===== src/rtl/mem_access_unit.sv =====
// Data-memory initiator: accepts pipeline load/store requests and runs word-aligned memory cycles.
// Handles SB/SH by read-modify-write and LB/LH/LBU/LHU by lane extraction and extension.
module mem_access_unit #(
  parameter int unsigned ADDR_W        = 16,
  parameter bit          MISALIGN_TRAP = 1'b1
) (
  input  logic              clk,
  input  logic              rst,
  input  logic              req_valid,
  output logic              req_ready,
  input  logic              req_we,
  input  logic [2:0]        req_funct3,
  input  logic [ADDR_W-1:0] req_addr,
  input  logic [31:0]       req_wdata,
  output logic              resp_valid,
  input  logic              resp_ready,
  output logic [31:0]       resp_rdata,
  output logic              resp_err,
  output logic [ADDR_W-1:0] mem_a,
  output logic              mem_we,
  output logic [31:0]       mem_wd,
  input  logic [31:0]       mem_rd,
  output logic              busy
);

  typedef enum logic [1:0] {S_IDLE, S_RD, S_WR, S_RESP} state_e;

  state_e              state_q, state_d;
  logic                we_q, we_d;
  logic [2:0]          f3_q, f3_d;
  logic [1:0]          lane_q, lane_d;
  logic [15:0]         wdata_q, wdata_d;
  logic                req_ready_q, req_ready_d;
  logic                resp_valid_q, resp_valid_d;
  logic                resp_err_q, resp_err_d;
  logic [31:0]         resp_rdata_q, resp_rdata_d;
  logic [ADDR_W-1:0]   mem_a_q, mem_a_d;
  logic                mem_we_q, mem_we_d;
  logic [31:0]         mem_wd_q, mem_wd_d;
  logic                busy_q, busy_d;

  logic                req_illegal, req_misal;
  logic [ADDR_W-1:0]   req_eff_addr;
  logic [4:0]          byte_sh, half_sh;
  logic [7:0]          rd_byte;
  logic [15:0]         rd_half;
  logic [31:0]         load_val, merged;

  // Request decode: legality, alignment and the effective (possibly forced-aligned) address
  always_comb begin
    if (req_we) begin
      req_illegal = req_funct3[2] | (req_funct3[1:0] == 2'b11);
    end else begin
      req_illegal = (req_funct3 == 3'b011) | (req_funct3 == 3'b110) | (req_funct3 == 3'b111);
    end
    req_misal = MISALIGN_TRAP &&
                (((req_funct3[1:0] == 2'b01) && req_addr[0]) ||
                 ((req_funct3[1:0] == 2'b10) && (req_addr[1:0] != 2'b00)));
    req_eff_addr = req_addr;
    if (!MISALIGN_TRAP) begin
      if (req_funct3[1:0] == 2'b01) req_eff_addr[0] = 1'b0;
      if (req_funct3[1:0] == 2'b10) req_eff_addr[1:0] = 2'b00;
    end
  end

  // Lane extraction for loads and lane merge for sub-word stores, little-endian
  always_comb begin
    byte_sh = {lane_q, 3'b000};
    half_sh = {lane_q[1], 4'b0000};
    rd_byte = mem_rd[byte_sh +: 8];
    rd_half = mem_rd[half_sh +: 16];
    case (f3_q[1:0])
      2'b00:   load_val = {{24{~f3_q[2] & rd_byte[7]}}, rd_byte};
      2'b01:   load_val = {{16{~f3_q[2] & rd_half[15]}}, rd_half};
      default: load_val = mem_rd;
    endcase
    merged = mem_rd;
    if (f3_q[1:0] == 2'b00) merged[byte_sh +: 8] = wdata_q[7:0];
    else                    merged[half_sh +: 16] = wdata_q;
  end

  // Next state and next registered outputs
  always_comb begin
    state_d      = state_q;
    we_d         = we_q;
    f3_d         = f3_q;
    lane_d       = lane_q;
    wdata_d      = wdata_q;
    mem_a_d      = mem_a_q;
    mem_wd_d     = '0;
    resp_rdata_d = resp_rdata_q;
    resp_err_d   = resp_err_q;
    case (state_q)
      S_IDLE: begin
        if (req_valid && req_ready_q) begin
          we_d    = req_we;
          f3_d    = req_funct3;
          lane_d  = req_eff_addr[1:0];
          wdata_d = req_wdata[15:0];
          if (req_illegal || req_misal) begin
            state_d      = S_RESP;
            resp_rdata_d = '0;
            resp_err_d   = 1'b1;
          end else begin
            mem_a_d = {req_eff_addr[ADDR_W-1:2], 2'b00};
            if (req_we && (req_funct3[1:0] == 2'b10)) begin
              state_d  = S_WR;
              mem_wd_d = req_wdata;
            end else begin
              state_d = S_RD;
            end
          end
        end
      end
      S_RD: begin
        if (we_q) begin
          state_d  = S_WR;
          mem_wd_d = merged;
        end else begin
          state_d      = S_RESP;
          resp_rdata_d = load_val;
          resp_err_d   = 1'b0;
        end
      end
      S_WR: begin
        state_d      = S_RESP;
        resp_rdata_d = '0;
        resp_err_d   = 1'b0;
      end
      S_RESP: begin
        if (resp_ready) state_d = S_IDLE;
      end
      default: state_d = S_IDLE;
    endcase
    req_ready_d  = (state_d == S_IDLE);
    resp_valid_d = (state_d == S_RESP);
    mem_we_d     = (state_d == S_WR);
    busy_d       = (state_d != S_IDLE);
  end

  always_ff @(posedge clk or negedge rst) begin
    if (!rst) begin
      state_q      <= S_IDLE;
      we_q         <= 1'b0;
      f3_q         <= '0;
      lane_q       <= '0;
      wdata_q      <= '0;
      req_ready_q  <= 1'b0;
      resp_valid_q <= 1'b0;
      resp_err_q   <= 1'b0;
      resp_rdata_q <= '0;
      mem_a_q      <= '0;
      mem_we_q     <= 1'b0;
      mem_wd_q     <= '0;
      busy_q       <= 1'b0;
    end else begin
      state_q      <= state_d;
      we_q         <= we_d;
      f3_q         <= f3_d;
      lane_q       <= lane_d;
      wdata_q      <= wdata_d;
      req_ready_q  <= req_ready_d;
      resp_valid_q <= resp_valid_d;
      resp_err_q   <= resp_err_d;
      resp_rdata_q <= resp_rdata_d;
      mem_a_q      <= mem_a_d;
      mem_we_q     <= mem_we_d;
      mem_wd_q     <= mem_wd_d;
      busy_q       <= busy_d;
    end
  end

  assign req_ready  = req_ready_q;
  assign resp_valid = resp_valid_q;
  assign resp_err   = resp_err_q;
  assign resp_rdata = resp_rdata_q;
  assign mem_a      = mem_a_q;
  assign mem_we     = mem_we_q;
  assign mem_wd     = mem_wd_q;
  assign busy       = busy_q;

endmodule

===== config.mk =====
export PLATFORM = sky130hd
export DESIGN_NAME = mem_access_unit
export DESIGN_NICKNAME = d
export VERILOG_FILES = /design/src/rtl/mem_access_unit.sv
export SDC_FILE = /design/constraint.sdc
export NUM_CORES = 1
export LEC_CHECK = 0
export ABC_AREA = 1
export CAP_MARGIN = 0
export CELL_PAD_IN_SITES_DETAIL_PLACEMENT = 0
export CELL_PAD_IN_SITES_GLOBAL_PLACEMENT = 2
export CORE_ASPECT_RATIO = 0.6
export CORE_MARGIN = 2
export CORE_UTILIZATION = 29
export DETAILED_ROUTE_END_ITERATION = 8
export HOLD_SLACK_MARGIN = 0.03
export PLACE_DENSITY_LB_ADDON = 0.1
export SYNTH_ARGS = -nofsm -noshare
export SYNTH_HDL_FRONTEND = slang
export SYNTH_SLANG_ARGS = --single-unit

===== constraint.sdc =====
create_clock -name clk -period 3.8 [get_ports clk]
set_clock_uncertainty 0.1 [all_clocks]
set_input_delay 0.76 -clock clk [delete_from_list [all_inputs] [get_ports clk]]
set_output_delay 0.76 -clock clk [all_outputs]
set_load 0.02 [all_outputs]

==> results of run 1 <==
[cells in the mapped netlist]
cell | instances | area share
a21oi_4 | 1 | 0.0026
nor3_1 | 3 | 0.0024
inv_4 | 2 | 0.0020
o211ai_1 | 42 | 0.051
nand2_1 | 261 | 0.16
conb_1 | 1 | 0.00061
nor2_4 | 1 | 0.0018
nand3_2 | 1 | 0.0016
nand2_8 | 1 | 0.0033
dfrtp_1 | 107 | 0.43
inv_2 | 7 | 0.0043
ha_1 | 9 | 0.018
nand3_1 | 80 | 0.065
buf_2 | 16 | 0.013
inv_1 | 65 | 0.040
o21ai_0 | 38 | 0.031
nand2_2 | 2 | 0.0020
buf_4 | 7 | 0.0085
o21ai_1 | 15 | 0.012
a31oi_1 | 2 | 0.0020
buf_1 | 6 | 0.0037
clkinv_8 | 1 | 0.0026
a21oi_1 | 41 | 0.033
o21ai_2 | 10 | 0.014
nor2_1 | 4 | 0.0024
o221ai_1 | 32 | 0.046
nand2_4 | 5 | 0.0091
clkbuf_1 | 18 | 0.011
nand3_4 | 1 | 0.0028
buf_6 | 6 | 0.011
nor2_8 | 2 | 0.0065
nor2_2 | 2 | 0.0020
[cell usage in the layout (no fill, tap or decap), types with 2 or more instances in the layout]
cell type        netlist  routed
nand2_1              261     261
nor2_2                 2       2
o21ai_0               38      38
buf_4                  7       6
inv_6                  0       3
inv_2                  7       7
a31oi_1                2       2
o21ai_2               10      10
inv_1                 65      65
a21oi_1               41      41
ha_1                   9       9
clkbuf_8               0       2
nand2_2                2       2
dfrtp_1              107     106
clkbuf_16              0       9
nor2_8                 2       2
clkdlybuf4s50_1        0     169
nand3_1               80      80
inv_4                  2       2
nor3_1                 3       3
o21ai_1               15      15
nand2_4                5       5
o221ai_1              32      32
o211ai_1              42      42
conb_1                 1       2
nor2_1                 4       4
[where the power goes]
part	internal, mW	switching (mW)	leakage (nW)
Combinational	1.31	2.44	2.21
Sequential	1.55	0.281	1.40
Clock	0.490	0.475	0.143
Total	3.35	3.20	3.76
[final timing paths]
kind                                from        endpoint  slack [ns]  cells past startpoint
max                        req_funct3[0]  resp_rdata[29]        1.20                      8
min                                  rst      mem_wd[20]        0.33                      1
max reg2reg                   state_q[0]  resp_rdata[29]        1.34                      7
min reg2reg                    mem_a[10]       mem_a[10]        0.38                      2
max in group asynchronous            rst       req_ready        2.49                      2
min in group clk               mem_a[10]       mem_a[10]        0.38                      2
[cell type report]
class / count / area share
well taps: 279 / 0.0422
multi-input cells: 555 / 0.350
repair buffers: 176 / 0.212
clock inverters: 5 / 0.00514
inverters: 75 / 0.0362
flip-flops and latches: 107 / 0.324
clock buffers: 11 / 0.0306
[per-stage QoR]
step / total power [mW] / utilization / worst slack [ns] / hold WS [ns]
floorplan: 4.33 / - / 1.99 / 0.364
detailed placement: 5.60 / 0.381 / 0.798 / 0.363
global route: 7.11 / 0.395 / 0.994 / 0.383
finish: 6.55 / 0.395 / 1.20 / 0.333
global placement: 5.55 / 0.381 / 0.922 / 0.358
CTS: 6.59 / 0.395 / 1.18 / 0.365
[kinds of logic (layout without fill, tap and decap cells)]
family,Yosys count,after routing
buf+inv,128,267
fa+ha+maj,9,9
compound gates,181,181
flops,107,107
simple gates,363,363
other cells,1,2
[state kept, by name (all words and copies together), names as in the netlist, 2 cells and up]
| signal | cells |
|---|---|
| wdata_q | 16 |
| f3_q | 3 |
| resp_rdata | 32 |
| mem_wd | 32 |
| mem_a | 14 |
| lane_q | 2 |
| state_q | 2 |
[per-layer routing]
layer	track usage	vias to the layer above
met1	0.313	2893
li1	-	2917
met2	0.286	181
met3	0.0414	11
met5	0	-
met4	0.0346	0
==> reports/results.ini, run 1 <==
[logic_synthesis]
synth_compound_area_frac = 0.192
ys_types = 32
synth_warnings = 0
avgSynthCellArea_sq_um = 7.80
synthesis.area_sq_um = 6160
synthAdderAreaFrac = 0.0183
synth_cells = 789
synthMuxAreaShare = 0
synth.yosys.seq_area_share = 0.435
synth_xor_area_frac = 0
ys_ff_latch = 107
synthSimpleGateAreaFrac = 0.258
synth_top_family_by_area = simple AND/OR/NAND/NOR gates

[clocking]
cts_tree = done
ctsResizeCount = 0
cts.sinks = 107
clkLatencyLatePin_ns = 0.37
cts-hold-fix-buffers = 0
cts_root_buffer = clkbuf_16
clk_pin_slew_ns = 0.08
cts_htree_levels = 3
cts_setup_buffers = 0
clock_path_buffers = 2
cts_buffers = 9

[placed_design]
placed_cell_area_sq_um = 7980
post-dp-hpwl_um = 16700
place.gp.congestion = 0.886
place_inst = 1192
port_buffers = 170

[detailed_routing]
via_per_inst = 4.97
drc = 0
wl_met1_um = 11600
vias = 6002
wl_per_cell_um = 18.3
wl_met3_um = 1150
ant_nets = 0
drt-total-wl_um = 22100
drt-initial-drc-count = 493
top_layer = met4
met2RoutedLength_um = 9170
drt_pass1_iterations = 5

[worst_setup_path]
max_stage_delay_ns = 0.58
cp_top_family = simple AND/OR/NAND/NOR gates
worstPathArrival_ns = 2.80
crit_path_top_delay_cell = nand2_2
critPathMaxFanout = 40
cp_cell_sequence = clkdlybuf4s50_1, o21ai_1, nand3_4, nand2_4, nand2_4, nand2_2, nand2_1, o21ai_2
timing_worst_setup_path_type = input pin to register
crit_top_cell = nand2_4
critPathBufInv = 1
critPathCaptureType = register
cp_data_required_time_ns = 4.00
start_kind = input pin

[floorplan]
fp.dieW_um = 192
core_area_sq_um = 20900
pin_count = 173
dieArea_sq_um = 22400
num_rows = 41
die_h_um = 117
initial_core_util = 0.294

[power_and_ir_drop]
p_leak_nw = 3.76
power-per-cell-area_nw_per_um2 = 792
peakVddDrop_uv = 288

[timing]
period_share = 0.684
finalHoldViolCount = 0
rsz0062_at_grt = false
fmax_mhz = 385
worst_pin_slew_ns = 1.02
report.final.slew_viol_count = 0
relSlewSlack = 0.318
fin_crit_ns = 2.60
setup-violations-final = 0
setup_tns_ns = 0

[global_routing]
grt_pass1_wl_um = 33900
groute.usage.overall = 0.201
antenna_found_initial = 0
overflow = 0
grt_max_degree = 80
grt_pass1_vias = 5768

[finish]
syn_to_final_growth_pct = 34.4
final.fill_count = 2180
multi_input_area_sq_um = 2890
design_area_sq_um = 8270
regArea_sq_um = 2680
finalNetCount = 1021
instances_no_fill = 1208
n_antenna_cell = 0
drive_gt1_frac = 0.0646

[outcome]
status = completed

[min_path]
min_path_type = input pin to async pin

[job]
drv.max_cap_violation_count = 0

Note: power is estimated with default switching activity, not from simulation.
==> inputs of run 2 (changes only) <==
- CORE_UTILIZATION: 29 -> 24
- clock period: 3.8 -> 2.2 ns (I/O delays scaled with it)
==> run 2 against run 1 <==
Net effect: routed wire length increased by 8.9%; first-iteration DRC count down 24%; global-route usage decreased by 1.7 points; combinational power increased by 89%; critical endpoint is now resp_rdata[31].
==> reports/results.ini, run 2 (synthesis gave the netlist of run 1 again) <==
[outcome]
status = completed

[floorplan]
core_area_sq_um = 25200  ; +21%
dieArea_sq_um = 27000  ; +20%
die_h_um = 128  ; +9.6%
initial_core_util = 0.244  ; -0.0501
fp.dieW_um = 211  ; +9.7%
pin_count = 173  ; unchanged
num_rows = 45  ; +9.8%

[timing]
setup_slack_ns = 0.187  ; -1.01 ns
period_share = 0.915
relSlewSlack = 0.587  ; +0.269
finalHoldViolCount = 0  ; unchanged
rsz0062_at_grt = false
setup-violations-final = 0  ; unchanged
worst_pin_slew_ns = 0.620  ; -0.402 ns
report.final.slew_viol_count = 0  ; unchanged
setup_tns_ns = 0  ; unchanged
fmax_mhz = 497
fin_crit_ns = 2.01

[power_and_ir_drop]
p_leak_nw = 3.93  ; +4.4%
p_int_mw = 6.27  ; +87%
finalPower_mw = 11.9  ; +82%
power_frac_comb = 0.596  ; +0.023
power_switching_mw = 5.65  ; +76%
peakVddDrop_uv = 677  ; +130%
p_sw_frac = 0.474  ; -0.0149
clock_power_share = 0.140  ; -0.007
power-per-cell-area_nw_per_um2 = 1380  ; +74%
p_seq_frac = 0.264  ; -0.016

[clocking]
clkLatencyLatePin_ns = 0.36  ; about the same
cts_buffers = 9  ; unchanged
cts-hold-fix-buffers = 0  ; unchanged
cts_htree_levels = 3  ; unchanged
cts_tree = done
clock_path_buffers = 2  ; unchanged
ctsResizeCount = 0  ; unchanged
cts_root_buffer = clkbuf_16
cts_setup_buffers = 0  ; unchanged
clk_pin_slew_ns = 0.07  ; about the same
cts.sinks = 107  ; unchanged

[finish]
final.fill_count = 2665  ; +22%
n_antenna_cell = 0  ; unchanged
finalNetCount = 1051  ; +2.9%
final_common_cell = nand2_1
syn_to_final_growth_pct = 40.4
design_area_sq_um = 8640  ; +4.5%
instances_no_fill = 1286  ; +6.5%
drive_gt1_frac = 0.0920  ; +0.0274
layout_common_cells = nand2_1 (261), clkdlybuf4s50_1 (169), dfrtp_1 (106)

[global_routing]
overflow = 0  ; unchanged
grt_max_degree = 108  ; +35%
groute.usage.overall = 0.184  ; -0.0170
grt_pass1_wl_um = 37300  ; +10%
grt_pass1_vias = 6143  ; +6.5%
antenna_found_initial = 0  ; unchanged

[placed_design]
place.gp.congestion = 0.815  ; -7.9%
placed_cell_area_sq_um = 8350  ; +4.7%
post-dp-hpwl_um = 18400  ; +11%
post-place-ws_ns = 0.0235  ; -0.775 ns
place_inst = 1272  ; +6.7%
port_buffers = 170  ; unchanged

[worst_setup_path]
cp_data_required_time_ns = 1.66  ; -2.34 ns
start_kind = register
worstPathArrival_ns = 1.47  ; -1.33 ns
crit_path_top_delay_cell = clkdlybuf4s50_1
cp_top_family = buffers and inverters
critPathCaptureType = primary output
cp_cell_sequence = clkdlybuf4s50_1
r2r_slack_ns = 0.22  ; -1.12 ns
critPathBufInv = 1  ; unchanged
critPathMaxFanout = 2  ; -95%
timing_worst_setup_path_type = register to primary output
max_stage_delay_ns = 0.66  ; +0.08 ns

[detailed_routing]
drt-total-wl_um = 24000  ; +8.9%
drc = 0  ; unchanged
drt_pass1_iterations = 5  ; unchanged
drt-initial-drc-count = 374  ; -24%
vias = 6122  ; +2.0%
wl_per_cell_um = 18.7  ; +2.3%
via_per_inst = 4.76  ; -4.2%
ant_nets = 0  ; unchanged

[job]
drv.max_cap_violation_count = 0  ; unchanged

[min_path]
min_path_type = input pin to async pin

## run 2: final timing paths
path | cells past startpoint | start | to
setup / recovery | 1 | resp_rdata[31] | resp_rdata[31]
hold / removal | 2 | rst | mem_wd[7]
setup reg to reg | 6 | lane_q[1] | mem_wd[16]
hold reg to reg | 2 | mem_a[15] | mem_a[15]
max in group asynchronous | 2 | rst | resp_rdata[3]
min in group clk | 2 | mem_a[15] | mem_a[15]
## run 2: per-stage QoR
stage | utilization | hold slack (ns)
after global routing | 0.343 | 0.0952
final | 0.343 | 0.0460
after floorplan | - | 0.0444
after global placement | 0.331 | 0.355
after detailed placement | 0.331 | 0.361
after CTS | 0.343 | 0.0754
## run 2: power groups by stage
| stage | sequential (mW) | clock [mW] | combinational [mW] |
|---|---|---|---|
| after detailed placement | 3.19 | 0 | 7.09 |
| after global routing | 3.24 | 1.83 | 7.83 |
| final | 3.15 | 1.67 | 7.10 |
| after CTS | 3.16 | 1.75 | 7.13 |
| after global placement | 3.17 | 0 | 7.08 |
| after floorplan | 3.66 | 0 | 3.82 |
## run 2: cell type report
cell class | count | area, sq um | share of cell area
Clock inverter | 4 | 52.6 | 0.00608
Tap cell | 329 | 412 | 0.0476
Multi-Input combinational cell | 555 | 2890 | 0.335
Sequential cell | 107 | 2680 | 0.310
Clock buffer | 10 | 239 | 0.0276
Inverter | 75 | 299 | 0.0346
Timing Repair Buffer | 206 | 2070 | 0.239
## run 2: per-layer routing
layer,part of all wire,up-vias,routed length [um],GRT usage
li1,-,2968,-,-
met1,0.53,2972,12700,0.286
met2,0.42,163,10100,0.260
met3,0.043,19,1040,0.0306
met4,0.012,0,278,0.0456
met5,0,-,0,0
==> RTL change 1: new RTL, flow settings as in run 2 <==
Take the reset off `mem_wd_q` and load it in a clocked block of its own.
--- a/src/rtl/mem_access_unit.sv
+++ b/src/rtl/mem_access_unit.sv
@@ -152,5 +152,4 @@
       mem_a_q      <= '0;
       mem_we_q     <= 1'b0;
-      mem_wd_q     <= '0;
       busy_q       <= 1'b0;
     end else begin
@@ -166,7 +165,10 @@
       mem_a_q      <= mem_a_d;
       mem_we_q     <= mem_we_d;
-      mem_wd_q     <= mem_wd_d;
       busy_q       <= busy_d;
     end
+  end
+
+  always_ff @(posedge clk) begin
+    mem_wd_q <= mem_wd_d;
   end
 
Function: differs if rst is asserted again (counterexample within 4 cycles, from zero or initial values and one cycle with rst low); with rst held inactive, the same outputs for 4 cycles.
==> RTL change 1 against run 2 <==
- routed wire length fell by 2.0%
- utilization rose by 0.72 points
- first-iteration DRC count rose by 17%
- synthesized area fell by 2.6%
- final area fell by 1.5%
- synthesized cell count did not move
- worst setup slack improved by 0.059 ns
- sequential cell count did not move
- final cell count fell by 0.23%
- power barely moved
- critical path type is now register to register
- largest power group unchanged
- highest routed layer unchanged
==> RTL change 1: results (changes against run 2) <==
stage,metric,value,unit,change
cells_and_area,final_util,35.0,%,+0.72 points
cells_and_area,post_layout_nonfiller_instances,1283,,-0.23%
cells_and_area,multi_input_area_share,34.0,%,+0.51 points
sta,slew_headroom,65.9,%,+7.2 points
grt,use_met2,25.1,%,-0.86 points
detailed_routing,met1Wirelength,12500,µm,-1.1%
place,dp.cells,1266,,-0.47%
detailed_routing,wl,23600,µm,-2.0%
grt,grtUsageMet1,27.9,%,-0.70 points
synthesis,synth_top_cells_by_count,"nand2_1, nand3_1, dfrtp_1",,
critical_path,arrival,2.16,ns,+0.69 ns
grt,grt_use_total,18.2,%,-0.20 points
cells_and_area,nNetsFinal,1053,,+0.19%
critical_path,critical-path-max-stage-delay,0.43,ns,-0.23 ns
cells_and_area,buffer_area_share,24.8,%,+0.87 points
grt,gr-usage-met3,4.43,%,+1.4 points
cells_and_area,fill_cells,2540,,-4.7%
place,postPlaceCellArea,0.00822,mm²,-1.6%
detailed_routing,drtIter0Drc,437,,+17%
die,dieArea,0.0263,mm²,-2.5%
detailed_routing,via_per_inst,4.77,,+0.10%
power_and_ir_drop,ir_drop,710,µV,+4.9%
synthesis,synthArstFlopShare,70.1,%,-30 points
synthesis,ys_top_cells_by_area,"dfrtp_1, nand2_1, dfxtp_1, nand3_1, o211ai_1",,
cells_and_area,non_clock_buffer_count,208,,+0.97%
clocking,postCtsHoldBufs,1,,+1
grt,grt_pass1_wl,36500,µm,-2.0%
grt,grt_max_degree,58,,-46%
place,gp_congestion,0.860,,+5.5%
synthesis,synth_cell_types,33,,+3.1%
critical_path,critical_path.slowest_cell,dfrtp_1,,
hold_path,hold_path_class,register to register,,
detailed_routing,first_pass_iters,6,,+1
cells_and_area,nClkBuffers,12,,+2
place,dp_hpwl,18400,µm,-0.17%
cells_and_area,drive_above_1_share,9.16,%,-0.038 points
cells_and_area,clkCellAreaFrac,3.38,%,+0.0075 points
detailed_routing,wl_met2,9480,µm,-5.8%
grt,first_global_vias,6140,,-0.049%
synthesis,synth-seq-area-share,42.0,%,-1.5 points
run_status,status,finished clean,,
synthesis,synth_fa_ha_area_share,1.88,%,+0.049 points
critical_path,worstPathMaxFanout,32,,+30
detailed_routing,wl_met3,1240,µm,+20%
place,post-place-ws,-0.0471,ns,-0.0706 ns
## RTL change 1: changes by cell type after synthesis
cell and delta:
dfxtp_1 +32, dfrtp_1 -32
## RTL change 1: power by group
part / switching (mW) / total [mW] / internal (mW)
clock network: 0.803 / 1.69 / 0.887
registers: 0.483 / 3.17 / 2.68
logic: 4.37 / 7.06 / 2.69
## RTL change 1: final timing paths
kind | from | to | slack, ns | cells after the start
max in group asynchronous | rst | wdata_q[6]$_DFFE_PN0P_ | 1.00 | 3
worst min register to register | mem_a[15]$_DFFE_PN0P_ | mem_a[15]$_DFFE_PN0P_ | 0.38 | 2
worst max-delay path | state_q[0]$_DFF_PN0_ | mem_wd[21]$_DFF_P_ | 0.25 | 11
worst min-delay path | mem_a[15]$_DFFE_PN0P_ | mem_a[15]$_DFFE_PN0P_ | 0.38 | 2
worst max register to register | state_q[0]$_DFF_PN0_ | mem_wd[21]$_DFF_P_ | 0.25 | 11
min in group asynchronous | rst | mem_a[8]$_DFFE_PN0P_ | 0.48 | 2
==> RTL change 2: new RTL, config.mk and constraints of run 2 <==
Without the edit above. Change the parameter `MISALIGN_TRAP` from 1'b1 to 1'b0.
--- a/src/rtl/mem_access_unit.sv
+++ b/src/rtl/mem_access_unit.sv
@@ -3,5 +3,5 @@
 module mem_access_unit #(
   parameter int unsigned ADDR_W        = 16,
-  parameter bit          MISALIGN_TRAP = 1'b1
+  parameter bit          MISALIGN_TRAP = 1'b0
 ) (
   input  logic              clk,
Behaviour: not the same (Yosys sat finds a counterexample within 4 cycles, from zero or initial values and one cycle with rst low).
==> RTL change 2 against run 2 <==
- worst setup slack gained 0.072 ns
- final cell count is 6.6% higher
- routed wire length grew 6.9%
- fmax grew 3.7%
- clock power grew 3%
- largest cell class unchanged
- synthesized area up 1.2%
- largest power group unchanged
- final area increased by 0.26%
- sequential cell count unchanged
- power is 0.82% lower
==> RTL change 2: results (changes against run 2) <==
stage,metric,value,unit,change
run_status,status,finished clean,,
grt,gr-usage-met3,5.35,%,+2.3 points
detailed_routing,first_pass_iters,4,,-1
synthesis,synthArstFlopShare,100,%,unchanged
grt,use_met2,25.7,%,-0.31 points
detailed_routing,wl,25700,µm,+6.9%
cells_and_area,nNetsFinal,1111,,+5.7%
detailed_routing,drtIter0Drc,552,,+48%
grt,first_global_vias,6264,,+2.0%
power_and_ir_drop,pwr-share-comb,58.2,%,-1.4 points
synthesis,synth_cell_types,26,,-19%
synthesis,ys_top_cells_by_area,"dfrtp_1, nand2_1, o21ai_0, nand3_1, o211ai_1",,
power_and_ir_drop,power.total,11.8,mW,-0.82%
power_and_ir_drop,p_int,6.12,mW,-2.3%
detailed_routing,wl_met2,10100,µm,+0.21%
detailed_routing,via_per_inst,4.65,,-2.4%
clocking,htree_levels,3,,unchanged
place,postPlaceCellArea,0.00837,mm²,+0.22%
critical_path,critical-path-max-stage-delay,0.66,ns,about the same
sta,worst_pin_slew,0.659,ns,+0.0396 ns
synthesis,synth_top_cells_by_count,"nand2_1, o21ai_0, dfrtp_1",,
detailed_routing,wl_met3,1360,µm,+32%
sta,layout_min_cycle_time,1.94,ns,-0.0716 ns
critical_path,arrival,1.40,ns,-0.07 ns
grt,grt_use_total,19.5,%,+1.1 points
detailed_routing,met1Wirelength,14100,µm,+11%
grt,grtUsageMet1,31.1,%,+2.5 points
place,dp.cells,1355,,+6.5%
place,post-place-ws,0.139,ns,+0.115 ns
place,numPortBuffers,170,,unchanged
power_and_ir_drop,ir_drop,581,µV,-14%
clocking,clk-insertion-delay-late,0.38,ns,+0.02 ns
cells_and_area,drive_above_1_share,7.07,%,-2.1 points
critical_path,crit_family,buffers and inverters,,
critical_path,worstSetupStartpoint,resp_rdata[15]$_DFFE_PN0P_,,
place,dp_hpwl,19400,µm,+5.1%
grt,grt_pass1_wl,39500,µm,+5.9%
synthesis,synth-seq-area-share,43.0,%,-0.51 points
place,gp_congestion,0.806,,-1.2%
power_and_ir_drop,p_leak,3.88,nW,-1.1%
critical_path,reg2reg_slack,0.30,ns,+0.08 ns
critical_path,cp-endpoint,resp_rdata[15],,
synthesis,synth_cells,854,,+8.2%
synthesis,yosys_warnings,0,,unchanged
detailed_routing,wl_per_cell,18.7,µm,+0.27%
sta,hold_slack,0.00849,ns,-0.0375 ns
critical_path,reg2reg_to,mem_wd[30]$_DFF_PN0_,,
power_and_ir_drop,powerClk,1.72,mW,+3%
critical_path,rr_worst_depth,7,,+1
## RTL change 2: area by class of cell
cell class | count | area [µm²]
Timing Repair Buffer | 202 | 2010
Clock inverter | 5 | 52.6
Clock buffer | 11 | 243
Inverter | 52 | 195
Multi-Input combinational cell | 642 | 3040
Sequential cell | 107 | 2680
Tap cell | 352 | 440
Fill cell | 2747 | 16700
## RTL change 2: worst reg2reg max path, stage by stage (launching register included)
cell	delay, ns
dfrtp_2	0.42
buf_4	0.23
ha_1	0.24
inv_1	0.26
a21oi_1	0.11
o21ai_1	0.11
nand3_1	0.24
nand2_1	0.12
## RTL change 2: cell families (layout without fill, tap and decap cells)
family          Yosys count  in the layout  synth area share (%)
simple gates            436            436                  29.6
buf+inv                 106            270                  8.28
compound gates          195            195                  17.3
other cells               1              2                0.0602
flops                   107            107                  43.0
fa+ha+maj                 9              9                  1.81
